File: src/rtl/divider_pkg.sv
// divider_pkg: shared widths, ALU op codes and FSM states for the shift-subtract divider
package divider_pkg;
    localparam int DIV_WIDTH = 32;
    localparam logic ALU_SUB = 1'b1;
    localparam logic ALU_ADD = 1'b0;
    localparam logic [2:0] ST_IDLE     = 3'd0;
    localparam logic [2:0] ST_LOAD     = 3'd1;
    localparam logic [2:0] ST_PRESHIFT = 3'd2;
    localparam logic [2:0] ST_SUB      = 3'd3;
    localparam logic [2:0] ST_SHIFT    = 3'd4;
    localparam logic [2:0] ST_ADJUST   = 3'd5;
    localparam logic [2:0] ST_DONE     = 3'd6;
    typedef enum logic [2:0] {
        IDLE     = ST_IDLE,
        LOAD     = ST_LOAD,
        PRESHIFT = ST_PRESHIFT,
        SUB      = ST_SUB,
        SHIFT    = ST_SHIFT,
        ADJUST   = ST_ADJUST,
        DONE     = ST_DONE
    } div_state_t;
endpackage

File: src/rtl/divider_iter_counter.sv
// divider_iter_counter: iteration counter; term flags the increment that reaches WIDTH
module divider_iter_counter #(
    parameter int WIDTH = 32,
    parameter int CNT_W = $clog2(WIDTH + 1)
) (
    input  logic clk,
    input  logic Reset,
    input  logic clear,
    input  logic inc,
    output logic term
);
    logic [CNT_W-1:0] count;
    assign term = inc && (count == CNT_W'(WIDTH - 1));
    // Count SHIFT cycles, saturating at WIDTH so it can never wrap
    always_ff @(posedge clk)
        if (Reset || clear) count <= '0;
        else if (inc && count != CNT_W'(WIDTH)) count <= count + CNT_W'(1);
    // The counter must never run past WIDTH
    always_ff @(posedge clk)
        if (!Reset) assert (count <= CNT_W'(WIDTH));
endmodule

File: src/rtl/divider_controller.sv
// divider_controller: restoring-division sequencer driving the remainder register and ALU
module divider_controller
    import divider_pkg::*;
#(
    parameter int WIDTH = DIV_WIDTH,
    parameter int CNT_W = $clog2(WIDTH + 1)
) (
    input  logic clk,
    input  logic Reset,
    input  logic Run,
    input  logic Divisor_zero,
    input  logic ALU_carry,
    output logic Load_ctrl,
    output logic W_ctrl,
    output logic SLL_ctrl,
    output logic Q_bit,
    output logic SRL_ctrl,
    output logic ALU_op,
    output logic Ready,
    output logic Busy,
    output logic Div_zero
);
    div_state_t state, state_nx;
    logic q_reg, accept, term;
    assign accept = Run && (state == IDLE || state == DONE);
    divider_iter_counter #(.WIDTH(WIDTH), .CNT_W(CNT_W)) u_cnt (
        .clk   (clk),
        .Reset (Reset),
        .clear (accept && !Divisor_zero),
        .inc   (state == SHIFT),
        .term  (term)
    );
    // Next-state: a zero divisor skips straight to DONE without touching the datapath
    always_comb begin
        state_nx = state;
        case (state)
            IDLE, DONE: if (Run) state_nx = Divisor_zero ? DONE : LOAD;
            LOAD:       state_nx = PRESHIFT;
            PRESHIFT:   state_nx = SUB;
            SUB:        state_nx = SHIFT;
            SHIFT:      state_nx = term ? ADJUST : SUB;
            ADJUST:     state_nx = DONE;
            default:    state_nx = IDLE;
        endcase
    end
    // State, latched quotient bit and divide-by-zero flag
    always_ff @(posedge clk)
        if (Reset) begin
            state    <= IDLE;
            q_reg    <= 1'b0;
            Div_zero <= 1'b0;
        end else begin
            state <= state_nx;
            if (state == SUB) q_reg <= ALU_carry;
            if (accept) Div_zero <= Divisor_zero;
        end
    assign Load_ctrl = state == LOAD;
    assign W_ctrl    = (state == SUB) && ALU_carry;
    assign SLL_ctrl  = state == PRESHIFT || state == SHIFT;
    assign Q_bit     = (state == SHIFT) && q_reg;
    assign SRL_ctrl  = state == ADJUST;
    assign ALU_op    = (state == SUB) ? ALU_SUB : ALU_ADD;
    assign Ready     = state == DONE;
    assign Busy      = state != IDLE && state != DONE;
    // Datapath strobes are mutually exclusive
    always_ff @(posedge clk)
        if (!Reset) assert ($onehot0({Load_ctrl, W_ctrl, SLL_ctrl, SRL_ctrl}));
endmodule

File: config.mk
export PLATFORM = sky130hd
export DESIGN_NAME = divider_controller
export DESIGN_NICKNAME = d
export VERILOG_FILES = /design/src/rtl/divider_pkg.sv /design/src/rtl/divider_iter_counter.sv /design/src/rtl/divider_controller.sv
export SDC_FILE = /design/constraint.sdc
export NUM_CORES = 1
export LEC_CHECK = 0
export BUFFER_PORTS_ARGS = -buffer_cell sky130_fd_sc_hd__buf_2
export CAP_MARGIN = 20
export CORE_AREA = 5 5 42 44
export DETAILED_ROUTE_END_ITERATION = 8
export DIE_AREA = 0 0 47 49
export GPL_TIMING_DRIVEN = 0
export PLACE_DENSITY_LB_ADDON = 0.25
export SYNTH_ARGS = -nofsm -noshare
export SYNTH_HDL_FRONTEND = slang
export SYNTH_SLANG_ARGS = --single-unit
File: constraint.sdc
create_clock -name clk -period 2.2 [get_ports clk]
set_input_delay 0.22 -clock clk [delete_from_list [all_inputs] [get_ports clk]]
set_output_delay 0.22 -clock clk [all_outputs]
set_load 0.1 [all_outputs]
==> flow_summary.ini, run 1 <==
[timing]
skew_ps = 5.02
post-route-min-period_ps = 2020
setup_viol = 0
post-route-period-util = 0.917
rsz0062_at_grt = no
hold_viol_final = 0
setup_tns_ps = 0
maxSlewViolCount = 0
layout_setup_ws_ps = 182
slew_headroom = 0.635
max_freq_mhz = 496
worstMarginPinSlew_ps = 546

[placement]
dp_hpwl_um = 1070
io_buffers = 12
gp_congestion = 0.777
dp_cells = 114
dp_slack_ps = 500

[synth]
synth-simple-area-share = 0.287
synth.area.top_cells = dfxtp_1 (32%), a21oi_1 (4.4%), mux2i_1 (4.4%), o21ai_0 (4.4%), inv_1 (3.9%)
synth_cell_types = 33
synth-async-reset-ratio = 0
yosys.area.top_type = dfxtp_1
synth-edff-count = 0
synth_compound_area_frac = 0.211
ys.flop_type = dfxtp_1
yosysSeqAreaShare = 0.324
synth_top_area_share = 0.324
yosys_register_bits = 11
synthesis.nets = 93
avgSynthCellArea_um2 = 7.91
yosysWarnings = 0
synth_area_um2 = 681
muxShareOfSynthArea = 0.0441
synth_xor_xnor_area_share = 0.0257
synthAdderAreaFrac = 0.0368
syn_inst = 86
synth_top_family_by_area = simple AND/OR/NAND/NOR gates

[setup_path]
cp.required_ps = 1980
crit_type = reg2out
slowest_delay_ps = 410
critPathArrivalTime_ps = 1800
crit_fanout = 10
crit_path_top_delay_cell = buf_2
end_kind = output pin
cp-start-kind = register
crit_chain = clkbuf_1 -> and3b_1 -> and2_2 -> buf_2

[drt]
post_drt_wl_per_cell_um = 12.6
route.vias.total = 651
ant_nets = 0
routed_wl_um = 1490
drt-initial-drc-count = 7
drc = 0
dr.pass1.iters = 4
avgViaCountPerCell = 5.52

[grt]
grt_pass1_wl_um = 2590
grt_usage = 0.155
antenna_found_initial = 0
grt_pass1_vias = 586
grt_max_degree = 11
gr-total-overflow = 0

[clocking]
cts_resized = 0
postCtsSetupBuffers = 0
cts-root-buf = clkbuf_4
clock_sinks = 11
clockBufferDepth = 2
cts_max_level = 1
ctsHoldBuffers = 0
clock_latency_ps = 280
cts_tree = done
cts_buffers = 3
clk_pin_slew_ps = 80

[layout]
reg_top3 = u_cnt.count (6), state (3)
area_growth_pct = 16.2
stdcell_count = 118
regMostFlops = u_cnt.count
nNetsFinal = 110
antenna_cells = 0
drive_gt1_frac = 0.206
largest_reg_flops = 6

[job]
drv_cap = 0

[die]
io_pins = 14
dieArea_um2 = 2300
initial_core_util = 0.486
num_rows = 14
coreArea_um2 = 1400
die_w_um = 47
dieHeight_um = 49

[outcome]
status = complete, no violations

[power_and_ir_drop]
power.total_uw = 991
p_leak_nw = 0.314
power_density_nw_per_um2 = 1250
ir_drop_mv = 1.28

[worst_hold_path]
min_path_type = in2reg
-- Yosys cell counts (3+ instances only) --
library cell	instances
a21oi_1	6
a31oi_1	3
buf_2	3
dfxtp_1	11
inv_1	7
mux2i_1	3
nand2_1	4
nor2_1	7
nor2b_1	4
o21ai_0	6
o21bai_1	3
or3_1	3
-- worst max-delay path, delay by kind of cell, from the launching register on --
kind / cells / cell delay, ps
buffers and inverters: 2 / 740
flip-flops: 1 / 340
AND/OR/NAND/NOR: 2 / 420
-- metrics by stage --
step | cell area [um^2] | hold slack [ps] | utilization
3_5_place_dp | 764 | 463 | 0.546
4_1_cts | 791 | 187 | 0.564
5_1_grt | 791 | 190 | 0.564
6_report | 791 | 189 | 0.564
3_3_place_gp | 764 | 454 | 0.546
2_1_floorplan | 684 | 367 | -
-- cell type report --
type	instances	area, um^2
Timing Repair Buffer	12	60.1
Fill cell	150	611
Multi-Input combinational cell	63	415
Buffer	5	22.5
Clock buffer	4	26.3
Sequential cell	11	220
Inverter	7	26.3
Tap cell	16	20.0
-- worst paths after layout --
path	from	end	slack [ps]	cells after the start
setup / recovery	state[0]$_SDFFE_PP0P_	W_ctrl	180	4
hold / removal	ALU_carry	q_reg$_SDFFE_PP0P_	190	3
setup reg to reg	state[0]$_SDFFE_PP0P_	Div_zero$_SDFFE_PP0N_	420	4
hold reg to reg	Div_zero$_SDFFE_PP0N_	Div_zero$_SDFFE_PP0N_	480	2
-- layer usage --
layer  track usage  routed length [um]  share of wire  vias to the layer above
met2         0.213                 634           0.43                       11
met5             0                   0              0                        -
met4        0.0968                  47          0.032                        0
met1         0.204                 744           0.50                      293
met3        0.0480                  57          0.038                        5
li1              -                   -              -                      342
-- report_power, final --
part | total, mW | switching (mW) | internal, mW | leakage, nW
Sequential | 0.251 | 0.0234 | 0.228 | 0.0895
Clock | 0.147 | 0.0763 | 0.0705 | 0.0150
Combinational | 0.593 | 0.469 | 0.124 | 0.210
Total | 0.991 | 0.569 | 0.422 | 0.314
-- kinds of logic (layout without fill, tap and decap cells) --
| family | after synthesis | in the layout |
|---|---|---|
| fa+ha+maj | 2 | 2 |
| buf+inv | 12 | 28 |
| mux | 3 | 3 |
| flops | 11 | 11 |
| simple gates | 33 | 33 |
| compound gates | 23 | 23 |
| xor+xnor | 2 | 2 |
-- placed cells by master (no fill, tap or decap), types with 2 or more instances in the layout --
cell / netlist / routed
a31oi_1: 3 / 3
dfxtp_1: 11 / 11
nand3_1: 2 / 2
clkbuf_4: 0 / 3
buf_2: 3 / 15
clkbuf_1: 2 / 3
nand2b_1: 2 / 2
or3_1: 3 / 3
nor2_1: 7 / 6
or4_1: 2 / 2
o21ai_0: 6 / 6
ha_1: 2 / 2
nor2b_1: 4 / 4
a21oi_1: 6 / 6
inv_1: 7 / 7
o21bai_1: 3 / 3
nand2_1: 4 / 4
mux2i_1: 3 / 3
Power figures use the tool's default switching activity.
==> run 2: changes to the inputs <==
- CTS_BUF_LIST: default -> sky130_fd_sc_hd__clkbuf_16
==> run 2 against run 1 <==
Compared with the run above:
- register-to-register slack improved by 40 ps
- core utilization rose by 3.8 points
- critical endpoint unchanged
- cell count is the same
- count of clock-buffer cells in the layout is 1 lower
- global-route usage up 0.21 points
- non-clock buffer count stayed put
- combinational power is essentially flat
- highest routed layer unchanged
- critical path depth unchanged
- critical path type unchanged
- design area up 6.6%
==> flow_summary.ini, run 2 (synthesis gave the netlist of run 1 again) <==
[outcome]
status = complete, no violations

[job]
drv_cap = 0

[layout]
layout_commonest_cell = buf_2
fin_area_um2 = 843
drive_gt1_frac = 0.206
final_cell_mix = buf_2 (15), dfxtp_1 (11), inv_1 (8)
largest_reg_flops = 6
nNetsFinal = 110
reg_top3 = u_cnt.count (6), state (3)
regArea_um2 = 220
num-fill-cells = 147
area_growth_pct = 23.9
multi_input_area_um2 = 415
regMostFlops = u_cnt.count
antenna_cells = 0

[die]
die_w_um = 47
coreArea_um2 = 1400
io_pins = 14
dieHeight_um = 49
initial_core_util = 0.486
num_rows = 14
dieArea_um2 = 2300

[worst_hold_path]
min_path_cells = 3
min_to = q_reg$_SDFFE_PP0P_
hp-start = ALU_carry
min_path_type = in2reg

[power_and_ir_drop]
p_leak_nw = 0.341
power_density_nw_per_um2 = 1390
ir_drop_mv = 1.15
clockPowerShare = 0.281
sw_frac_of_total = 0.497
p_int_uw = 592
combPwrFrac = 0.504
p_switching_uw = 584
power.total_mw = 1.18
p_seq_frac = 0.215

[grt]
grt_pass1_wl_um = 2660
grt_pass1_vias = 603
grt_max_degree = 11
antenna_found_initial = 0
grt_usage = 0.157
gr-total-overflow = 0

[drt]
routed_wl_um = 1470
top_layer = met4
dr.pass1.iters = 4
wl_met3_um = 66
route.vias.total = 648
wl_met2_um = 631
drt-initial-drc-count = 10
drc = 0
avgViaCountPerCell = 5.49
ant_nets = 0
wl_met1_um = 728
post_drt_wl_per_cell_um = 12.4

[timing]
worstMarginPinSlew_ps = 512
max_freq_mhz = 515
skew_ps = 4.27
hold_viol_final = 0
slew_headroom = 0.658
rsz0062_at_grt = no
post-route-min-period_ps = 1940
post-route-period-util = 0.883
maxSlewViolCount = 0
setup_viol = 0

[setup_path]
cp.required_ps = 1980
crit_type = reg2out
reg2regPathDepth = 4
critPathArrivalTime_ps = 1720
rrSetupSlack_ps = 460
crit_fanout = 10
r2r_end = Div_zero$_SDFFE_PP0N_
cp-start-kind = register
r2r-start = state[0]$_SDFFE_PP0P_
end_kind = output pin

[placement]
place_area_um2 = 764
gp_congestion = 0.777
io_buffers = 12
dp_hpwl_um = 1070

[clocking]
cts_max_level = 1
cts-root-buf = clkbuf_16
clock_sinks = 11
cts_tree = done
ctsHoldBuffers = 0
postCtsSetupBuffers = 0
cts_buffers = 3
cts_resized = 0
clock_latency_ps = 240
clockBufferDepth = 2
clk_pin_slew_ps = 40
==> run 2: changes by cell type in the layout (fill, tap and decap cells not counted) <==
cell,change
clkbuf_16,+3
inv_1,+1
clkbuf_1,-1
clkbuf_4,-3
==> run 2: per-stage QoR <==
step / hold WS, ps / worst slack [ps] / util / TNS (ps) / instances
3_3_place_gp: 454 / 515 / 0.546 / 0 / 114
2_1_floorplan: 367 / -78.7 / - / -78.7 / 86
4_1_cts: 233 / 242 / 0.602 / 0 / 118
6_report: 234 / 257 / 0.602 / 0 / 118
5_1_grt: 240 / 133 / 0.602 / 0 / 118
3_5_place_dp: 463 / 500 / 0.546 / 0 / 114
==> run 2: final cells by class <==
cell class,instances,share of cell area
sequential,11,0.261
clock buffer,3,0.0890
tap,16,0.0237
inverter,7,0.0312
buffer,5,0.0267
clock inverter,1,0.00445
multi-input combinational,63,0.493
timing repair buffer,12,0.0712
==> run 2: power groups by stage <==
stage	combinational, mW	clock (mW)	sequential [mW]
after floorplan	0.472	0	0.287
after global placement	0.589	0	0.253
after detailed placement	0.590	0	0.254
after CTS	0.594	0.332	0.252
after global routing	0.632	0.351	0.259
final	0.592	0.330	0.253
==> run 2: per-layer routing <==
layer	vias up	GRT usage
li1	341	-
met1	288	0.202
met2	13	0.229
met3	6	0.0369
met4	0	0.0968
met5	-	0
==> run 2: worst max-delay path by stage <==
stage                                startpoint               endpoint  slack, ps
after CTS                 state[0]$_SDFFE_PP0P_                 W_ctrl        240
final                     state[0]$_SDFFE_PP0P_                 W_ctrl        260
after global placement    state[0]$_SDFFE_PP0P_  Div_zero$_SDFFE_PP0N_        520
after global routing      state[0]$_SDFFE_PP0P_                 W_ctrl        130
after detailed placement  state[0]$_SDFFE_PP0P_  Div_zero$_SDFFE_PP0N_        500
after floorplan           state[0]$_SDFFE_PP0P_                 W_ctrl        -80
==> run 2: worst max-delay path: stages (launching register included) <==
cell and delay, ps:
dfxtp_1 340, clkbuf_1 310, and3b_1 270, and2_2 150, buf_2 410
==> run 3: changes to the inputs <==
- CORE_AREA: 5 5 42 44 -> default
- CORE_MARGIN: default -> 5
- CORE_UTILIZATION: default -> 46
- CTS_CLUSTER_DIAMETER: default -> 200
- DIE_AREA: 0 0 47 49 -> default
- RECOVER_POWER: default -> 25
- clock period: 2.2 -> 1.55 ns (I/O delays scaled with it)
==> run 3 against run 2 <==
Compared with the run above:
- critical path depth is the same
- non-clock buffer count increased by 1
- sequential power grew 43%
- wire length grew 23%
- count of clock-buffer cells in the layout is the same
- largest cell class unchanged
- first-iteration DRC count is 110% higher
- die area grew 2.0%
==> flow_summary.ini, run 3 (synthesis gave the netlist of run 1 again) <==
[placement]
gp_congestion = 0.838
io_buffers = 12
dp_slack_ps = -160
dp_cells = 113
dp_hpwl_um = 1130
place_area_um2 = 791

[clocking]
cts-root-buf = clkbuf_16
clock_sinks = 11
cts_tree = done
clk_pin_slew_ps = 40
cts_buffers = 3
clock_latency_ps = 240
cts_max_level = 1
ctsHoldBuffers = 0
clockBufferDepth = 2

[timing]
maxSlewViolCount = 0
max_freq_mhz = 650
post-route-period-util = 0.993
layout_setup_ws_ps = 11.0
post-route-min-period_ps = 1540
worstMarginPinSlew_ps = 542
hold_viol_final = 0
setup_viol = 0
skew_ps = 0.666
slew_headroom = 0.640
rsz0062_at_grt = yes

[grt]
antenna_found_initial = 0
top_usage_layer = met2
use_met2 = 0.254
gr-total-overflow = 0
grt_max_degree = 11
grt_usage = 0.162
grt_pass1_vias = 676
grtUsageMet3 = 0.0275
met1_usage = 0.194
grt_pass1_wl_um = 3020

[drt]
avgViaCountPerCell = 5.86
routed_wl_um = 1810
dr.pass1.iters = 4
post_drt_wl_per_cell_um = 15.3
drc = 0
drt-initial-drc-count = 21
route.vias.total = 692
ant_nets = 0

[power_and_ir_drop]
power.total_mw = 1.87
p_leak_nw = 0.370
power_density_nw_per_um2 = 1900
ir_drop_mv = 1.32

[layout]
stdcell_count = 118
layout_commonest_cell = dfxtp_1
area_growth_pct = 44.9
final_cell_mix = dfxtp_1 (9), inv_1 (8), o21ai_0 (6), buf_4 (5), a21oi_1 (5)
num-fill-cells = 102
regMostFlops = u_cnt.count
fin_area_um2 = 986
nNetsFinal = 111
antenna_cells = 0
largest_reg_flops = 6
drive_gt1_frac = 0.320
fin_util = 0.730
reg_top3 = u_cnt.count (6), state (3)

[setup_path]
crit_family = simple AND/OR/NAND/NOR gates
crit_type = reg2reg
cp-start-kind = register
crit_fanout = 7
slowest_delay_ps = 520
crit_chain = or3b_1 -> buf_6 -> or4_1 -> a21oi_2
path_buf_inv = 1
crit_path_top_delay_cell = or4_1
critPathArrivalTime_ps = 1720
end_kind = register
cp.required_ps = 1730

[job]
drv_cap = 0

[die]
dieArea_um2 = 2350
die_w_um = 48.5
coreArea_um2 = 1350
io_pins = 14
dieHeight_um = 48.5
initial_core_util = 0.504
num_rows = 13

[outcome]
status = complete, no violations

[worst_hold_path]
min_path_type = in2reg
-- run 3: cell types whose count changed in the layout (fill, tap and decap cells not counted), sizes merged --
cell,previous run,this run
clkbuf,5,6
-- run 3: layer usage --
metal	share of wire	wire length, um	up-vias
met1	0.43	776	316
met5	0	0	-
met3	0.044	80	9
met2	0.48	876	24
li1	-	-	343
met4	0.042	76	0
-- run 3: repair_timing --
| action | 4_1_cts | 5_1_grt |
|---|---|---|
| pin swaps | 1 | 1 |
| setup buffers | 0 | 1 |
| gates resized for setup | 18 | 18 |
| endpoints found under the hold margin | 0 | 0 |
| endpoints found under the setup margin | 13 | 14 |
-- run 3: worst register-to-register path, stage by stage, from the launching register on --
cell and delay [ps]:
dfxtp_1 310, or3b_1 380, buf_6 150, or4_1 520, a21oi_2 120
-- run 3: final cells by class --
| class | count | area [um^2] | area share |
|---|---|---|---|
| Multi-Input combinational cell | 63 | 470 | 0.477 |
| Sequential cell | 11 | 223 | 0.226 |
| Timing Repair Buffer | 13 | 131 | 0.133 |
| Clock buffer | 3 | 75.1 | 0.0761 |
| Buffer | 5 | 37.5 | 0.0381 |
| Inverter | 7 | 26.3 | 0.0266 |
| Tap cell | 15 | 18.8 | 0.0190 |
| Clock inverter | 1 | 3.75 | 0.00381 |
-- run 3: power by group --
group          internal (mW)  switching [mW]
clock                  0.340           0.139
combinational          0.293           0.737
sequential             0.328          0.0327
total                  0.960           0.909
-- run 3: final timing paths --
check | start | endpoint | slack (ps) | cells after the start
min | ALU_carry | q_reg$_SDFFE_PP0P_ | 180 | 3
max reg2reg | state[0]$_SDFFE_PP0P_ | u_cnt.count[5]$_SDFFE_PP0P_ | 10 | 4
max | state[0]$_SDFFE_PP0P_ | u_cnt.count[5]$_SDFFE_PP0P_ | 10 | 4
min reg2reg | Div_zero$_SDFFE_PP0N_ | Div_zero$_SDFFE_PP0N_ | 470 | 2
-- run 3: stage by stage --
stage / setup TNS (ps) / hold WS [ps]
5_1_grt: -257 / 209
2_1_floorplan: -148 / 302
4_1_cts: -63.1 / 177
6_report: 0 / 180
3_3_place_gp: -816 / 412
3_5_place_dp: -825 / 423
